## config.mk

```make
export PLATFORM = sky130hd
export DESIGN_NAME = mult_2x2_seq_ctrl
export DESIGN_NICKNAME = d
export VERILOG_FILES = /design/src/rtl/mult_2x2_seq_ctrl.sv
export SDC_FILE = /design/constraint.sdc
export NUM_CORES = 1
export LEC_CHECK = 0
export CAP_MARGIN = 20
export CELL_PAD_IN_SITES_DETAIL_PLACEMENT = 1
export CELL_PAD_IN_SITES_GLOBAL_PLACEMENT = 1
export CORE_UTILIZATION = 43
export CTS_CLUSTER_DIAMETER = 50
export CTS_CLUSTER_SIZE = 12
export DETAILED_ROUTE_END_ITERATION = 8
export PLACE_DENSITY = 0.88
export SYNTH_ARGS = -nofsm -noshare
export SYNTH_HDL_FRONTEND = slang
export SYNTH_SLANG_ARGS = --single-unit
export TNS_END_PERCENT = 50
```

## constraint.sdc

```tcl
create_clock -name clk -period 4.46 [get_ports clk]
set_input_delay 1.115 -clock clk [delete_from_list [all_inputs] [get_ports clk]]
set_output_delay 1.115 -clock clk [all_outputs]
set_load 0.03 [all_outputs]
```

## src/rtl/mult_2x2_seq_ctrl.sv

```systemverilog
// Sequential WIDTHxWIDTH unsigned multiplier that reuses one 2x2 cell.
// Ports: clk, rst_n, start, a, b in; busy, done, product out.

// multiplier_2x2: combinational 2-bit x 2-bit multiplier cell.
//   x, y : 2-bit operands
//   p    : 4-bit product (exact, or OR-based approximation when APPROX=1)
module multiplier_2x2 #(
    parameter bit APPROX = 1'b0
) (
    input  logic [1:0] x,
    input  logic [1:0] y,
    output logic [3:0] p
);

    generate
        if (APPROX) begin : g_apx
            // Middle bit ORs the cross terms and drops the carry,
            // so only 3*3 differs (7 instead of 9).
            assign p = {1'b0,
                        x[1] & y[1],
                        (x[1] & y[0]) | (x[0] & y[1]),
                        x[0] & y[0]};
        end else begin : g_exact
            assign p = {2'b00, x} * {2'b00, y};
        end
    endgenerate

endmodule

// mult_2x2_seq_ctrl: walks every 2-bit digit pair of the captured
// operands through one multiplier_2x2, one pair per clock.
//   clk, rst_n : clock, async active-low reset
//   start      : request, honoured only while busy is low
//   a, b       : operands, captured on an accepted start
//   busy       : high while running and in the done cycle
//   done       : one-cycle pulse when product is updated
//   product    : last completed result, 2*WIDTH bits
module mult_2x2_seq_ctrl #(
    parameter int WIDTH  = 8,
    parameter bit APPROX = 1'b0
) (
    input  logic               clk,
    input  logic               rst_n,
    input  logic               start,
    input  logic [WIDTH-1:0]   a,
    input  logic [WIDTH-1:0]   b,
    output logic               busy,
    output logic               done,
    output logic [2*WIDTH-1:0] product
);

    localparam int D  = WIDTH / 2;
    localparam int PW = 2 * WIDTH;
    localparam int CW = (D > 1) ? $clog2(D) : 1;
    localparam logic [CW-1:0] LAST = CW'(D - 1);

    generate
        if (WIDTH < 2 || (WIDTH % 2) != 0) begin : g_bad_width
            $error("mult_2x2_seq_ctrl: WIDTH must be even and >= 2");
        end
    endgenerate

    typedef enum logic [1:0] {
        IDLE = 2'd0,
        RUN  = 2'd1,
        DONE = 2'd2
    } state_t;

    state_t          state;
    logic [WIDTH-1:0] a_r;
    logic [WIDTH-1:0] b_r;
    logic [PW-1:0]    acc;
    logic [CW-1:0]    i_q;
    logic [CW-1:0]    j_q;

    logic [1:0]       a_dig;
    logic [1:0]       b_dig;
    logic [3:0]       pp;
    logic [CW:0]      dsum;
    logic [PW-1:0]    pp_sh;
    logic [PW-1:0]    acc_nxt;

    // Digit i of a and digit j of b, straight from registers.
    assign a_dig = a_r[{i_q, 1'b0} +: 2];
    assign b_dig = b_r[{j_q, 1'b0} +: 2];

    multiplier_2x2 #(
        .APPROX (APPROX)
    ) u_cell (
        .x (a_dig),
        .y (b_dig),
        .p (pp)
    );

    // Partial product weight is 4^(i+j).
    assign dsum    = {1'b0, i_q} + {1'b0, j_q};
    assign pp_sh   = PW'(pp) << {dsum, 1'b0};
    assign acc_nxt = acc + pp_sh;

    always_ff @(posedge clk or negedge rst_n) begin
        if (!rst_n) begin
            state   <= IDLE;
            a_r     <= '0;
            b_r     <= '0;
            acc     <= '0;
            i_q     <= '0;
            j_q     <= '0;
            busy    <= 1'b0;
            done    <= 1'b0;
            product <= '0;
        end else begin
            unique case (state)
                IDLE: begin
                    done <= 1'b0;
                    if (start) begin
                        a_r   <= a;
                        b_r   <= b;
                        acc   <= '0;
                        i_q   <= '0;
                        j_q   <= '0;
                        busy  <= 1'b1;
                        state <= RUN;
                    end
                end
                RUN: begin
                    acc <= acc_nxt;
                    if (j_q == LAST) begin
                        j_q <= '0;
                        if (i_q == LAST) begin
                            product <= acc_nxt;
                            done    <= 1'b1;
                            state   <= DONE;
                        end else begin
                            i_q <= i_q + CW'(1);
                        end
                    end else begin
                        j_q <= j_q + CW'(1);
                    end
                end
                DONE: begin
                    done  <= 1'b0;
                    busy  <= 1'b0;
                    state <= IDLE;
                end
                default: begin
                    done  <= 1'b0;
                    busy  <= 1'b0;
                    state <= IDLE;
                end
            endcase
        end
    end

endmodule

```

Yosys cells after proc, flatten, opt, wreduce, memory -nomap -nowiden
Index checks and enable logic that the tools add are counted.
- bits in registers: 56
- $mul: 1
- shift-type cells: 3
- reduce and logical (&&, ||, !) cells: 9
- bitwise gates (word level): 1
- multiplexer cells: 17
- add/sub/neg operators: 4
- equality and inequality tests: 7
- operator list (operator ; number):
    16-bit case mux with 2 select lines ; 1
    16-bit adder ; 1
    16-bit two-way mux ; 1
    8-bit by 4-bit variable part select with 2-bit output ; 2
    4-bit by 4-bit << shifter with 16-bit output ; 1
    2-bit two-way mux ; 7
    2-bit case mux with 2 select lines ; 3
    2-bit != test, second input constant ; 4
    2-bit AND reduction ; 4
    3-bit AND reduction ; 2
    2-bit by 1-bit adder with 2-bit output, second input constant ; 2
    2-bit equality test, second input constant ; 2
    2-bit by 2-bit multiplier with 4-bit output ; 1
    1-bit two-way mux ; 4
    4-bit AND reduction ; 1
    2-bit by 2-bit adder with 3-bit output ; 1
    2-bit by 1-bit equality test with 1-bit output, second input constant ; 1
    2-bit zero test ; 1
    1-bit case mux with 2 select lines ; 1
    2-bit nonzero test ; 1
    1-bit inverter ; 1

Logic depth before layout (Yosys ltp)
Gate-level depths: netlist of run 1.
- depth in word-level cells: 5
- depth in mapped cells: 15

Hierarchy
From an unflattened synthesis of run 1, not the netlist that was laid out.
- cells, all modules: 310
- area total of the unflattened synthesis: 3161.8 um^2
- modules (own cells, without submodules) (module ; area each (um^2) ; cells each ; times used):
    mult_2x2_seq_ctrl ; 3111.7 ; 304 ; 1
    multiplier_2x2 ; 50.0 ; 6 ; 1

Worst setup path after synthesis of run 1
OpenSTA, ideal clock, no wires.
- path kind: register to register
- start point: register i_q[0]
- end point: register product[12]
- setup slack: 877 ps
- arrival time: 3451 ps
- cell stages (with the launch flop): 15
- period minus slack after synthesis: 3583 ps
- library setup time: 132 ps
- data required time: 4328 ps
- cells stage by stage: dfrtp_1 -> mux4_2 -> and2_1 -> ha_1 -> ha_1 -> nor2b_1 -> a31oi_1 -> nor2_1 -> ha_1 -> nor2b_4 -> o2111ai_2 -> o211ai_2 -> and3_4 -> o21ai_1 -> or3b_1
- longest elaborated chain between the ends: 4
- elaborated cells on any way between the ends: 7
- those cells by class: 2 x add/sub; 1 x mul; 1 x eq/ne; 2 x shift; 1 x reduce/logical
- RTL lines (what ; line ; source):
    from (decl) ; 73 ; logic [CW-1:0] i_q;
    from (signal assigned) ; 134 ; i_q <= i_q + CW'(1);
    8-bit by 4-bit variable part select with 2-bit output ; 84 ; assign a_dig = a_r[{i_q, 1'b0} +: 2];
    2-bit by 2-bit multiplier with 4-bit output ; 24 ; assign p = {2'b00, x} * {2'b00, y};
    4-bit by 4-bit << shifter with 16-bit output ; 97 ; assign pp_sh = PW'(pp) << {dsum, 1'b0};
    16-bit adder ; 98 ; assign acc_nxt = acc + pp_sh;
    to (signal assigned) ; 130 ; product <= acc_nxt;
    to (decl) ; 49 ; output logic [2*WIDTH-1:0] product
Parallel ways exist; a longest one is shown, timed or not.
A chain may end at the register's enable or synchronous reset.

Worst setup path after layout of run 1
Ends and elaborated chain as after synthesis.

==> metrics.md, run 1 <==
| Metric | Value |
|---|---|
| Status | completed |
| CTS buffer count | 5 |
| Reg clk slew, reported paths | 0.10 ns |
| Post-CTS setup buffer count | 0 |
| Fraction of layout cells with a size suffix above 1 | 0.0758 |
| Vias in the first global route | 2915 |
| Reg2reg end | product[12] |
| HP Start | product[2] |
| Startpoint Class | flop |
| Fin crit share | 0.901 |
| Final core occ | 0.519 |
| Leak Pwr | 1.79 nW |
| Synth Area in Simple Gates | 0.232 |
| CTS H-tree depth | 2 |
| Max-Cap Viols | 0 |
| First-pass GRT wire length | 13900 um |
| #FFs+latches synth | 56 |
| Commonest non-fill, non-tap cells in the layout | nand2_1 (85), dfrtp_1 (56), clkdlybuf4s50_1 (35) |
| CP endpoint kind | flop |
| Via/cell ratio | 5.48 |
| Hold Path Sink | product[2] |
| Met1 Routed Length | 3780 um |
| Main synth FF type | dfrtp_1 |
| Clock Power Share | 0.105 |
| Final setup viols | 0 |
| Worst Hold Class | flop to flop |
| GP Congestion | 0.882 |
| Worst clock skew | 0.0107 ns |
| Initial antenna violation count | 0 |
| DR WL met2 | 4030 um |
| Max Buffers Root-to-Sink | 2 |
| Top-Level Pins | 37 |
| Total count of hold-check failures in the final report | 0 |
| Max VDD drop | 0.282 mV |
| CP required | 4.66 ns |
| Max frequency | 249 MHz |
| Die Y | 89.5 um |
| Metal3 WL | 174 um |
| RSZ-0062 raised after global routing | no |
| Largest net degree at the start of global routing | 57 |
| Hold Crit Depth | 2 |
| WL/cell | 16.4 um |
| Syn Nets | 409 |
| Ys async rst share | 1.00 |
| Syn Area/Cell | 8.98 um^2 |
| Netlist cell types | 49 |
| Switching power | 1.31 mW |
| Vias | 2714 |
| Power share of the sequential group | 0.320 |
| Antenna viol nets, final | 0 |
| Post-DP HPWL | 5920 um |
| Number of synthesized flops with an enable pin | 0 |
| FF-to-FF Start | i_q[0] |
| CTS Root Cell | clkbuf_8 |
| # hold bufs at CTS | 0 |
| Fin Setup TNS | 0 ns |
| Net Sw Frac | 0.462 |
| Ys Warns | 0 |
| CTS tree | built |
| Remaining DRCs | 0 |
| # clock sinks | 56 |
| Total track usage | 0.225 |
| N_diodes | 0 |
| Mux cell area share after synthesis | 0.0429 |
| Die ar. | 8020 um^2 |
| 1st-pass router iterations | 4 |
| Critical Path Fanout Max | 6 |
| # rows | 31 |
| Fin crit period | 4.02 ns |
| Core ar. | 7330 um^2 |
| Post-synthesis xor/xnor area fraction | 0.0319 |
| Internal | 1.52 mW |
| Post-CTS resize count | 0 |
| Top routing layer used | met4 |
| Worst R2R Path Depth | 14 |
| Synth Area in Compound Gates | 0.139 |
| Layout Nets | 437 |
| Initial cell density of the core | 0.450 |
| Synth Instances | 367 |
| CP arrival | 4.22 ns |
| Final Slew Violations | 0 |
| Worst R2R Setup Slack | 0.44 ns |
| Comb power frac | 0.575 |
| Commonest non-fill, non-tap cell in the layout | nand2_1 |
| Count of buffers from port buffering | 36 |
| Iteration-0 DRC Markers | 112 |
| Sequential area share after synthesis | 0.425 |
| Synth Area in Adders | 0.0919 |
| PwrDens | 744 nW/um^2 |
| Kind of critical path | flop to flop |
| Largest family of logic cells by synthesized area | simple AND/OR/NAND/NOR gates |
| Cell Area, Synth | 3300 um^2 |
| Clk_lat worst skew | 0.32 ns |
| Die W | 89.5 um |
| Worst slew pin tran | 1.07 ns |
| Total wire length | 8110 um |
| Relative slew slack | 0.287 |
| Global route total overflow | 0 |
| Area Overhead vs Synth | 15.5% |
-- through the flow --
step           hold slack [ns]  setup slack (ns)  cells  cell area (um^2)  total power, mW
2_1_floorplan            0.440             0.877    367              3300             2.05
3_3_place_gp             0.460             0.653    487              3710             2.44
3_5_place_dp             0.467             0.469    487              3710             2.53
4_1_cts                  0.491             0.452    495              3800             2.84
5_1_grt                  0.512             0.155    495              3800             3.08
6_report                 0.486             0.441    495              3800             2.83
-- how the worst max path moves through the flow --
stage               startpoint           to  slack [ns]
global placement        i_q[0]  product[12]        0.65
CTS                     i_q[0]  product[12]        0.45
detailed placement      i_q[0]  product[12]        0.47
finish                  i_q[0]  product[12]        0.44
floorplan               i_q[0]  product[12]        0.88
global route            i_q[0]      acc[15]        0.16
-- synthesized netlist by cell type (all sizes together), types with 3 or more instances --
| cell | number | area, um^2 |
|---|---|---|
| a21o | 4 | 30.0 |
| a22o | 3 | 26.3 |
| nand2 | 85 | 319 |
| buf | 10 | 55.1 |
| xor2 | 6 | 52.6 |
| dfrtp | 56 | 1400 |
| a21oi | 10 | 50.1 |
| xnor2 | 6 | 52.6 |
| and2 | 4 | 25.0 |
| inv | 10 | 37.5 |
| nor2 | 22 | 82.6 |
| a31oi | 6 | 37.5 |
| or2 | 4 | 25.0 |
| o21ai | 38 | 190 |
| nand2b | 8 | 50.1 |
| o22ai | 3 | 18.8 |
| nand4 | 3 | 25.0 |
| mux4 | 4 | 90.1 |
| nor2b | 10 | 72.6 |
| o211ai | 3 | 32.5 |
| nand3 | 17 | 85.1 |
| mux2i | 4 | 40.0 |
| ha | 21 | 263 |
| clkbuf | 8 | 30.0 |
-- state kept, by name (all words and copies together), names as in the netlist --
signal   count
a_r          8
j_q          2
busy         1
done         1
state        2
acc         16
product     16
i_q          2
b_r          8
-- routing by layer --
metal / up-vias / GRT usage
li1: 1316 / -
met1: 1350 / 0.292
met2: 35 / 0.391
met3: 13 / 0.0360
met4: 0 / 0.0577
met5: - / 0
-- final cells by class --
cell class | instances | area [um^2]
multi-input cells | 283 | 1770
clock buffers | 6 | 82.6
repair buffers | 39 | 378
flip-flops and latches | 56 | 1400
well taps | 99 | 124
fillers | 856 | 3530
clock inverters | 2 | 10.0
inverters | 10 | 37.5
-- power by group through the flow --
| stage | Sequential, mW | Clock (mW) | Combinational (mW) |
|---|---|---|---|
| floorplan | 1.03 | 0 | 1.02 |
| CTS | 0.907 | 0.303 | 1.63 |
| global placement | 0.908 | 0 | 1.53 |
| detailed placement | 0.914 | 0 | 1.62 |
| global route | 0.938 | 0.328 | 1.81 |
| finish | 0.905 | 0.298 | 1.63 |
-- cell families after synthesis --
family,after synthesis
DFF,56
muxes,9
and+or+nand+nor,164
buffers and inverters,28
xor gates and xnor gates,12
AOI/OAI and AO/OA,75
adders and majority gates,23
-- critical path, stage by stage (launching register included) --
cell,delay [ns]
dfrtp_1,0.50
mux4_2,0.58
and2_1,0.17
ha_1,0.19
ha_1,0.31
nor2b_1,0.15
a31oi_1,0.32
nor2_1,0.08
ha_1,0.35
nor2b_4,0.16
o2111ai_2,0.18
o211ai_2,0.21
and3_4,0.24
o21ai_1,0.12
or3b_1,0.36
(Power assumes the default switching activity.)
==> run 2: changes to the inputs <==
Settings changed: SLEW_MARGIN set to 20.
==> results of run 2 <==
Same layout as run 1: the final DEF is identical, and so are final timing and power.
==> run 3: changes to the inputs <==
Settings changed: CAP_MARGIN 20 to 10, PLACE_DENSITY 0.88 to 0.84.
==> metrics.md, run 3 (synthesis gave the netlist of run 1 again) <==
| Metric | Value |
|---|---|
| Worst clock skew | 0.00980 ns |
| CP endpoint kind | flop |
| Worst path most repeated cell | ha_1 |
| Minimum hold slack | 0.488 ns |
| FF-to-FF Start | i_q[0] |
| Post-CTS setup buffer count | 0 |
| RSZ-0062 raised after global routing | no |
| Final Slew Violations | 0 |
| Max-Cap Viols | 0 |
| Fin Setup TNS | 0 ns |
| CTS tree | built |
| Largest net degree at the start of global routing | 34 |
| Layout Nets | 437 |
| Worst setup path end | product[12] |
| CP arrival | 4.18 ns |
| CTS H-tree depth | 2 |
| Count of buffers from port buffering | 36 |
| Total wire length | 7930 um |
| Register area | 1400 um^2 |
| Commonest non-fill, non-tap cell in the layout | nand2_1 |
| Fin crit period | 3.97 ns |
| Clk_lat worst skew | 0.32 ns |
| Final setup viols | 0 |
| CP peak stage delay | 0.58 ns |
| # hold bufs at CTS | 0 |
| Critical Path Start | i_q[0] |
| GP Congestion | 0.861 |
| Max VDD drop | 0.433 mV |
| First-pass GRT wire length | 12900 um |
| Worst Hold Class | flop to flop |
| # rows | 31 |
| Worst slew pin tran | 1.08 ns |
| Initial cell density of the core | 0.450 |
| Antenna viol nets, final | 0 |
| Hold Crit Depth | 2 |
| Worst R2R Path Depth | 14 |
| Inst Count DP | 486 |
| Leak Pwr | 1.79 nW |
| Total count of hold-check failures in the final report | 0 |
| Reg clk slew, reported paths | 0.11 ns |
| Fillers | 865 |
| 1st-pass router iterations | 5 |
| Vias in the first global route | 2798 |
| Worst R2R Setup Slack | 0.49 ns |
| Area of the multi-input gates | 1770 um^2 |
| Fin crit share | 0.890 |
| Iteration-0 DRC Markers | 109 |
| Relative slew slack | 0.277 |
| Status | completed |
| Final core occ | 0.520 |
| Global route total overflow | 0 |
| Post-CTS resize count | 0 |
| Non-filler cells, final | 495 |
| Post-DP HPWL | 5910 um |
| Total track usage | 0.214 |
| Worst-path cell with the longest stage delay | mux4_2 |
| # clock sinks | 56 |
| WL/cell | 16.0 um |
| Via/cell ratio | 5.54 |
| Die Y | 89.5 um |
| Area Overhead vs Synth | 15.6% |
| Vias | 2742 |
| Kind of critical path | flop to flop |
| CTS buffer count | 5 |
| CP required | 4.67 ns |
| Top-Level Pins | 37 |
| Core ar. | 7330 um^2 |
| CTS Root Cell | clkbuf_8 |
| Startpoint Class | flop |
| CP Cell Sequence | mux4_2 > and2_1 > ha_1 > ha_1 > nor2b_1 > a31oi_1 > nor2_1 > ha_1 > nor2b_4 > o2111ai_2 > o211ai_2 > and3_4 > o21ai_1 > or3b_1 |
| Die W | 89.5 um |
| Max frequency | 252 MHz |
| Top Registers | acc: 16 flops, product: 16 flops |
| Reg2reg end | product[12] |
| Remaining DRCs | 0 |
| Max Buffers Root-to-Sink | 2 |
| Initial antenna violation count | 0 |
| Critical Path Fanout Max | 6 |
| Commonest non-fill, non-tap cells in the layout | nand2_1 (85), dfrtp_1 (56), clkdlybuf4s50_1 (35) |
| N_diodes | 0 |
| Fraction of layout cells with a size suffix above 1 | 0.0758 |
| Die ar. | 8020 um^2 |
| PwrDens | 738 nW/um^2 |
run 3: power by group:
| part | total [mW] | internal [mW] | switching (mW) |
|---|---|---|---|
| logic | 1.61 | 0.659 | 0.952 |
| clock network | 0.294 | 0.113 | 0.181 |
| registers | 0.909 | 0.743 | 0.165 |
run 3: through the flow:
step	cell area, um^2	setup slack, ns	total power, mW
finish	3810	0.490	2.81
global route	3810	0.109	3.05
CTS	3800	0.441	2.82
detailed placement	3700	0.467	2.53
global placement	3700	0.635	2.44
floorplan	3300	0.877	2.05
run 3: critical path, delay by kind of cell (launching register included):
kind,cells,cell delay (ns)
simple gates,6,1.12
fa+ha+maj,3,0.83
compound gates,4,0.82
mux,1,0.58
flops,1,0.50
run 3: worst min path at each step:
stage,from,to
after floorplan,a_r[4],a_r[4]
after global placement,product[3],product[3]
after detailed placement,product[0],product[0]
after CTS,product[0],product[0]
after global routing,b_r[3],b_r[3]
final,product[0],product[0]
run 3: layer usage:
metal | track usage | up-vias | wire (um)
met5 | 0 | - | 0
met4 | 0.0620 | 0 | 76
met3 | 0.0351 | 11 | 256
met2 | 0.364 | 57 | 3860
met1 | 0.279 | 1360 | 3740
li1 | - | 1314 | -
run 3: cell type report:
cell class	instances	area share
inverters	10	0.00985
clock inverters	3	0.00591
repair buffers	39	0.101
flip-flops and latches	56	0.368
well taps	99	0.0325
clock buffers	5	0.0181
multi-input cells	283	0.465
==> RTL change: new RTL, settings of run 3 <==
Reset style: synchronous (`rst_n`), changed in one clocked block. Comments in the files are not updated.
--- a/src/rtl/mult_2x2_seq_ctrl.sv
+++ b/src/rtl/mult_2x2_seq_ctrl.sv
@@ -97,7 +97,7 @@
     assign pp_sh   = PW'(pp) << {dsum, 1'b0};
     assign acc_nxt = acc + pp_sh;
 
-    always_ff @(posedge clk or negedge rst_n) begin
+    always_ff @(posedge clk) begin
         if (!rst_n) begin
             state   <= IDLE;
             a_r     <= '0;
Behaviour: differs if rst_n is asserted again (counterexample within 4 cycles, from zero or initial values and one cycle with rst_n low); with rst_n held inactive, the same outputs for 10 cycles.
==> RTL change against run 3 <==
- routed wire length is 9.2% higher
- die area down 5.0%
- cell area fell by 4.5%
- cell count is 3.0% higher
- sequential cell count did not move
- synthesized cell count is 5.4% higher
- worst setup slack got worse by 0.19 ns
- synthesized area fell by 5.1%
- count of clock-buffer cells in the layout is 1 higher
Power is not compared: it rests on default switching activity, and its combinational part moved more than twofold at a synthesized area within 25%.
==> RTL change: results (changes against run 3) <==
| Metric | Value |
|---|---|
| Run status | finished, final reports clean |
| Post-synthesis adder-cell area fraction | 9.68% (+0.49 points) |
| Largest net degree at the start of global routing | 32 (-5.9%) |
| GPL Wtd Cong | 0.896 (+4.0%) |
| Routed WL | 8660 microns (+9.2%) |
| Avg Vias per Cell | 5.60 (+1.0%) |
| Async S/R FF share, synth | 0% (-100 points) |
| Vias in the first global route | 2,958 (+5.7%) |
| Hold EP | b_r[6] |
| Layout cells sized above 1 | 6.76% (-0.81 points) |
| Worst r2r path cells | 13 (-1) |
| Synth top cells by count | nand2_1, dfxtp_1, a21oi_1, nor2_1, ha_1 |
| Top-area cell type share of the netlist area | 35.8% (-6.7 points) |
| Syn_nets | 429 (+4.9%) |
| First-pass GRT wire length | 14,200 microns (+9.4%) |
| CP arrival | 4.38 ns (+0.20 ns) |
| Hold Slack | 0.463 ns (-0.0252 ns) |
| Drt pass-1 iters | 4 (-1) |
| FF-to-FF Start | i_q[0] |
| Skew final | 0.00766 ns (-0.00214 ns) |
| Layout Nets | 455 (+4.1%) |
| Ys flop type | dfxtp_1 |
| DR iter-0 viols | 90 (-17%) |
| Dpl cells | 502 (+3.3%) |
| Pre-CTS setup slack | 0.378 ns (-0.0890 ns) |
| Post-Synth XOR/XNOR Area | 3.64% (+0.45 points) |
| Non-filler cells, final | 510 (+3.0%) |
| Hold_sp | b_r[6] |
| Multiplexer share of the synthesized area | 3.52% (-0.77 points) |
| Final period util | 93.2% (+4.2 points) |
| Area after DPL | 3540 sq um (-4.4%) |
| CP Launch Point | i_q[0] |
| Synthesized instance count | 387 (+5.4%) |
| Crit path max fanout | 8 (+2) |
| Gr usage total | 24.2% (+2.9 points) |
| Post-synthesis compound-gate area fraction | 20.3% (+6.5 points) |
| Measured slew at the worst slew-check pin | 0.719 ns (-0.362 ns) |
| Critical path capture point | acc[11] |
[RTL change: final cells by class]
type                       instances  area (sq um)  share of cell area (%)
inverter                           9          33.8                   0.928
sequential                        56          1120                    30.8
clock inverter                     2          13.8                   0.378
clock buffer                       6          82.6                    2.27
timing repair buffer              41           398                    10.9
tap                               96           120                    3.30
multi-input combinational        300          1870                    51.4
[RTL change: critical path, cell delays in order, from the launching register on]
cell and delay, ns:
dfxtp_1 0.50, mux4_2 0.58, and2_1 0.17, ha_1 0.19, ha_1 0.30, nor2b_1 0.14, a31oi_1 0.34, nor2_1 0.10
ha_1 0.41, a21oi_1 0.40, o211ai_1 0.22, a21oi_1 0.28, xnor2_1 0.14, a32o_1 0.28
[RTL change: routing by layer]
layer  wire, microns  up-vias  global-route usage (%)
li1                -     1408                       -
met1            4140     1401                    31.4
met2            4200       39                    42.8
met3             248        6                    3.22
met4              65        0                    5.37
met5               0        -                       0
